===== src/rtl/ram_dma.sv =====
// Block copy / block fill initiator for the single-port synchronous RAM.
// Optional running checksum of written bytes enabled with `define RAM_DMA_CHECKSUM_EN.
module ram_dma #(
  parameter int ADDRWIDTH = 12,
  parameter int DATAWIDTH = 8
) (
  input  logic                 clk,
  input  logic                 reset_n,
  input  logic                 start,
  input  logic                 mode,
  input  logic [ADDRWIDTH-1:0] src,
  input  logic [ADDRWIDTH-1:0] dst,
  input  logic [ADDRWIDTH-1:0] len,
  input  logic [DATAWIDTH-1:0] fill_val,
  output logic                 busy,
  output logic                 done,
  output logic [DATAWIDTH-1:0] checksum,
  output logic [ADDRWIDTH-1:0] mem_addr,
  output logic [DATAWIDTH-1:0] mem_din,
  input  logic [DATAWIDTH-1:0] mem_q,
  output logic                 mem_wr_n,
  output logic                 mem_ce_n
);

  localparam logic [1:0] IDLE = 2'd0;
  localparam logic [1:0] RD   = 2'd1;
  localparam logic [1:0] WR   = 2'd2;
  localparam logic [1:0] FIN  = 2'd3;

  logic [1:0]           state;
  logic [ADDRWIDTH-1:0] src_ptr;
  logic [ADDRWIDTH-1:0] dst_ptr;
  logic [ADDRWIDTH-1:0] count;
  logic                 mode_r;
  logic [DATAWIDTH-1:0] fill_r;

  always_ff @(posedge clk) begin
    if (!reset_n) begin
      state   <= IDLE;
      src_ptr <= '0;
      dst_ptr <= '0;
      count   <= '0;
      mode_r  <= 1'b0;
      fill_r  <= '0;
    end else begin
      case (state)
        IDLE: begin
          if (start) begin
            src_ptr <= src;
            dst_ptr <= dst;
            count   <= len;
            mode_r  <= mode;
            fill_r  <= fill_val;
            if (len == '0)  state <= FIN;
            else if (mode)  state <= WR;
            else            state <= RD;
          end
        end
        RD: begin
          src_ptr <= src_ptr + 1'b1;
          state   <= WR;
        end
        WR: begin
          dst_ptr <= dst_ptr + 1'b1;
          count   <= count - 1'b1;
          if (count == ADDRWIDTH'(1)) state <= FIN;
          else if (mode_r)            state <= WR;
          else                        state <= RD;
        end
        default: state <= IDLE;
      endcase
    end
  end

  // Everything but copy-mode write data is a pure decode of registered state.
  always_comb begin
    mem_addr = '0;
    mem_din  = '0;
    mem_ce_n = 1'b1;
    mem_wr_n = 1'b1;
    case (state)
      RD: begin
        mem_addr = src_ptr;
        mem_ce_n = 1'b0;
      end
      WR: begin
        mem_addr = dst_ptr;
        mem_ce_n = 1'b0;
        mem_wr_n = 1'b0;
        mem_din  = mode_r ? fill_r : mem_q;
      end
      default: ;
    endcase
  end

  assign busy = (state == RD) || (state == WR);
  assign done = (state == FIN);

`ifdef RAM_DMA_CHECKSUM_EN
  logic [DATAWIDTH-1:0] sum_r;

  always_ff @(posedge clk) begin
    if (!reset_n)                     sum_r <= '0;
    else if (state == IDLE && start)  sum_r <= '0;
    else if (state == WR)             sum_r <= sum_r + mem_din;
  end

  assign checksum = sum_r;
`else
  assign checksum = '0;
`endif

endmodule


===== config.mk =====
export PLATFORM = sky130hd
export DESIGN_NAME = ram_dma
export DESIGN_NICKNAME = d
export VERILOG_FILES = /design/src/rtl/ram_dma.sv
export SDC_FILE = /design/constraint.sdc
export NUM_CORES = 1
export LEC_CHECK = 0
export ABC_AREA = 0
export CAP_MARGIN = 5
export CORE_ASPECT_RATIO = 2
export CORE_MARGIN = 4
export CORE_UTILIZATION = 48
export DETAILED_ROUTE_END_ITERATION = 8
export GPL_TIMING_DRIVEN = 0
export PLACE_DENSITY = 0.81
export SKIP_CTS_REPAIR_TIMING = 1
export SLEW_MARGIN = 10
export SYNTH_ARGS = -nofsm -noshare
export SYNTH_HDL_FRONTEND = slang
export SYNTH_SLANG_ARGS = --single-unit

===== constraint.sdc =====
create_clock -name clk -period 2.6 [get_ports clk]
set_clock_uncertainty 0.2 [all_clocks]
set_input_delay 0.78 -clock clk [delete_from_list [all_inputs] [get_ports clk]]
set_output_delay 0.78 -clock clk [all_outputs]
set_load 0.01 [all_outputs]

==> key figures <==
Run status
  – Failing checks: setup timing
  – Status: complete, but fails checks

Placed design
  – # port buffers: 77
  – Placer's final routability congestion estimate: 0.9657
  – HPWL after DPL: between 7000 and 8000 um

Route
  – Vias after detailed routing: 3645
  – Vias/cell: 6.136
  – DRT iter0 DRCs: 253
  – WL/cell: 18.37 um
  – Routed Antenna Nets: 0
  – Detailed-route wire length: approximately 11000 um
  – DRC: 0
  – First-pass detailed-route iteration total: 8

Timing
  – Unrepaired setup endpoints after global routing: true
  – Final hold vios: 0
  – Slew HR: 54.13%
  – Fin Setup TNS: -0.08551 ns
  – Worst slew pin tran: 0.6747 ns
  – Fmax: ~0.38 GHz
  – Period utilization: 101.3%
  – Final Setup Violations: 4
  – Post-layout min period: 2.634 ns
  – Hold_ws: 0.2578 ns
  – Final worst-path setup slack: -0.03410 ns
  – Fin. max-slew vios: 0

Pwr
  – VDD IR max: 0.0005452 V
  – Total power draw: roughly 3.2 mW
  – Power Density: 732.2 mW/mm2
  – Pleak: between 1.5 and 2 nW

GRT
  – GR Overflow Total: 0
  – Gr usage total: between 20% and 30%
  – Vias in the first global route: 3533
  – Largest net degree at the start of global routing: 14
  – Initial antenna violation count: 0
  – First-pass GRT wire length: 16810 um

CTS
  – Clock Path Buffers: 2
  – Root buf cell: clkbuf_16
  – CTS buffer count: 5
  – Clock slew seen by the registers of the worst setup and hold paths: 0.06 ns
  – Clock Latency Late Sink: roughly 0.30 ns
  – TritonCTS clock tree: yes
  – H-Tree Depth: 2
  – Clk sinks: 47

Floorplan
  – Initial cell density of the core: 49.10%
  – Die width: 64.58 um
  – Die Y: 121.2 um
  – Die area: 0.007824 mm2
  – # IOs: 88
  – Rows: about 40
  – Std-Cell Core Area: 0.006259 mm2

Layout
  – Final core occ: 69.51%
  – Layout cell share with drive strength beyond 1: 17.91%
  – # nets final: 571
  – Inserted Diodes: 0
  – Layout area overhead: 41.57%

Logic synthesis
  – Mean Syn Cell Area: 7.569 um2
  – Post-synth EDFFs: 0
  – Sequential area share after synthesis: a little under a third
  – Syn Std Cell Area: 0.003073 mm2
  – Synth Register Bits: 47
  – Ys async rst share: 0%
  – Top FF cell, synth: dfxtp_1
  – Netlist cell types: 62
  – Synth Warn #: 0
  – Syn Inst Count: 406

Setup path
  – Startpoint Class: flip-flop
  – Endpoint class of the critical path: output pin
  – Worst R2R Setup Slack: 0.39 ns
  – CP arrival: 1.65 ns
  – Critical Path RT: 1.62 ns
  – RR Startpoint: state[1]$_SDFFE_PN0P_
  – RR Endpoint: count[3]$_SDFFE_PN0P_
  – Crit path kind: reg2out
  – Critical path peak fanout: 7
  – Reg2Reg Depth: 7

Min path
  – Hold path depth: 2
  – Hold Crit Class: reg2reg
  – Hold Path Origin: fill_r[4]$_SDFFE_PN0P_
  – Hold endpoint: fill_r[4]$_SDFFE_PN0P_

Flow run
  – Max Cap Viol: 0
-- power breakdown --
| part | total (mW) | internal (mW) | switching (mW) | leakage [nW] |
|---|---|---|---|---|
| registers | 1.04 | 0.862 | 0.181 | 0.388 |
| logic | 1.44 | 0.656 | 0.787 | 1.28 |
| clock network | 0.699 | 0.410 | 0.289 | 0.0772 |
| total | 3.19 | 1.93 | 1.26 | 1.74 |
-- synth_stat cells, types with 2 or more instances --
master     instances  area share [%]
mux2i_1           13             4.2
a211oi_1           6             1.5
nand2_1           41             5.0
nand3b_1           2            0.49
nand2b_1           2            0.41
nand4_1           10             2.0
a21oi_1           36             5.9
buf_1              6            0.73
a22oi_1           15             3.7
a32oi_1            2            0.57
nor3_1             9             1.5
inv_1              9             1.1
o31ai_1            3            0.73
and3_1             3            0.61
a2bb2oi_1          4             1.1
a31oi_1            3            0.61
o21ai_1            2            0.33
a41o_1             2            0.65
buf_4             10             2.4
a21o_1             2            0.49
ha_1               8             3.3
and4_1             4             1.1
or4_1              2            0.49
dfxtp_1           47              31
o31a_1             2            0.57
o21a_1             2            0.49
o21ai_0           15             2.4
o221ai_1           3            0.86
a311oi_1           3            0.86
nor2b_1            6             1.2
o22ai_1            7             1.4
o221a_2            2            0.73
o2bb2ai_1          4             1.1
nor2_1            52             6.4
clkbuf_1          14             1.7
nor4_1             6             1.2
o211ai_1           4            0.98
nand3_1           13             2.1
buf_2              8             1.3
inv_2              2            0.24
-- critical path: stages (launching register included) --
cell       delay, ns
dfxtp_4         0.38
inv_4           0.05
ha_4            0.17
buf_8           0.13
buf_8           0.13
clkbuf_16       0.15
a22oi_2         0.15
nor2_1          0.06
clkbuf_2        0.12
-- worst max path at each step --
stage | start | endpoint | slack [ns] | cells past startpoint
after global placement | state[1]$_SDFFE_PN0P_ | mem_addr[5] | -0.75 | 7
final | state[0]$_SDFFE_PN0P_ | mem_addr[1] | -0.03 | 8
after CTS | state[0]$_SDFFE_PN0P_ | mem_addr[6] | -1.08 | 8
after detailed placement | state[1]$_SDFFE_PN0P_ | mem_addr[7] | -0.75 | 7
after global routing | state[0]$_SDFFE_PN0P_ | mem_addr[1] | -0.09 | 8
after floorplan | state[1]$_SDFFE_PN0P_ | mem_addr[0] | 0.11 | 6
-- layout make-up --
class,count,area (um2)
Sequential cell,47,945.9
Multi-Input combinational cell,316,2011
Clock buffer,8,156.4
Buffer,38,255.2
Inverter,11,46.29
Timing Repair Buffer,88,828.3
Fill cell,535,1908
Tap cell,86,107.6
-- layer usage --
layer	share of wire (%)	up-vias	global-route usage, %	wire length [um]
met2	53	218	50.00	5816
met1	34	1686	27.07	3746
met3	7.2	52	5.283	789
met4	5.1	0	19.60	558
met5	0	-	0	0
li1	-	1689	-	-
-- sequential cells by signal (all words and copies together) (netlist names) --
signal and cells:
count 12, src_ptr 12, dst_ptr 12, state 2, mode_r 1, fill_r 8
-- logic make-up (layout without fill, tap and decap cells) --
kind of cell | after synthesis | after routing | share of synthesized area [%]
other | 1 | 8 | 0.1220
multiplexers | 16 | 16 | 5.537
flip-flops | 47 | 47 | 30.62
adder cells (fa/ha/maj) | 8 | 8 | 3.257
AND/OR/NAND/NOR | 160 | 160 | 25.69
AO/OA/AOI/OAI | 124 | 124 | 27.08
buffers and inverters | 50 | 145 | 7.695
-- metrics by stage --
step	area (um2)	cells	setup slack [ns]
2_1_floorplan	3099	413	0.1089
3_3_place_gp	3978	576	-0.7459
3_5_place_dp	3978	576	-0.7453
4_1_cts	4134	584	-1.083
5_1_grt	4350	594	-0.08975
6_report	4350	594	-0.03410
-- cell usage in the layout (no fill, tap or decap), drive strengths merged, types with 13 or more instances in the layout --
master         count
nor2              52
nand2             42
dfxtp             47
mux2i             14
nand3             13
clkdlybuf4s50     53
o21ai             17
a22oi             15
a21oi             36
buf               43
clkbuf            30
Power figures use the tool's default switching activity.
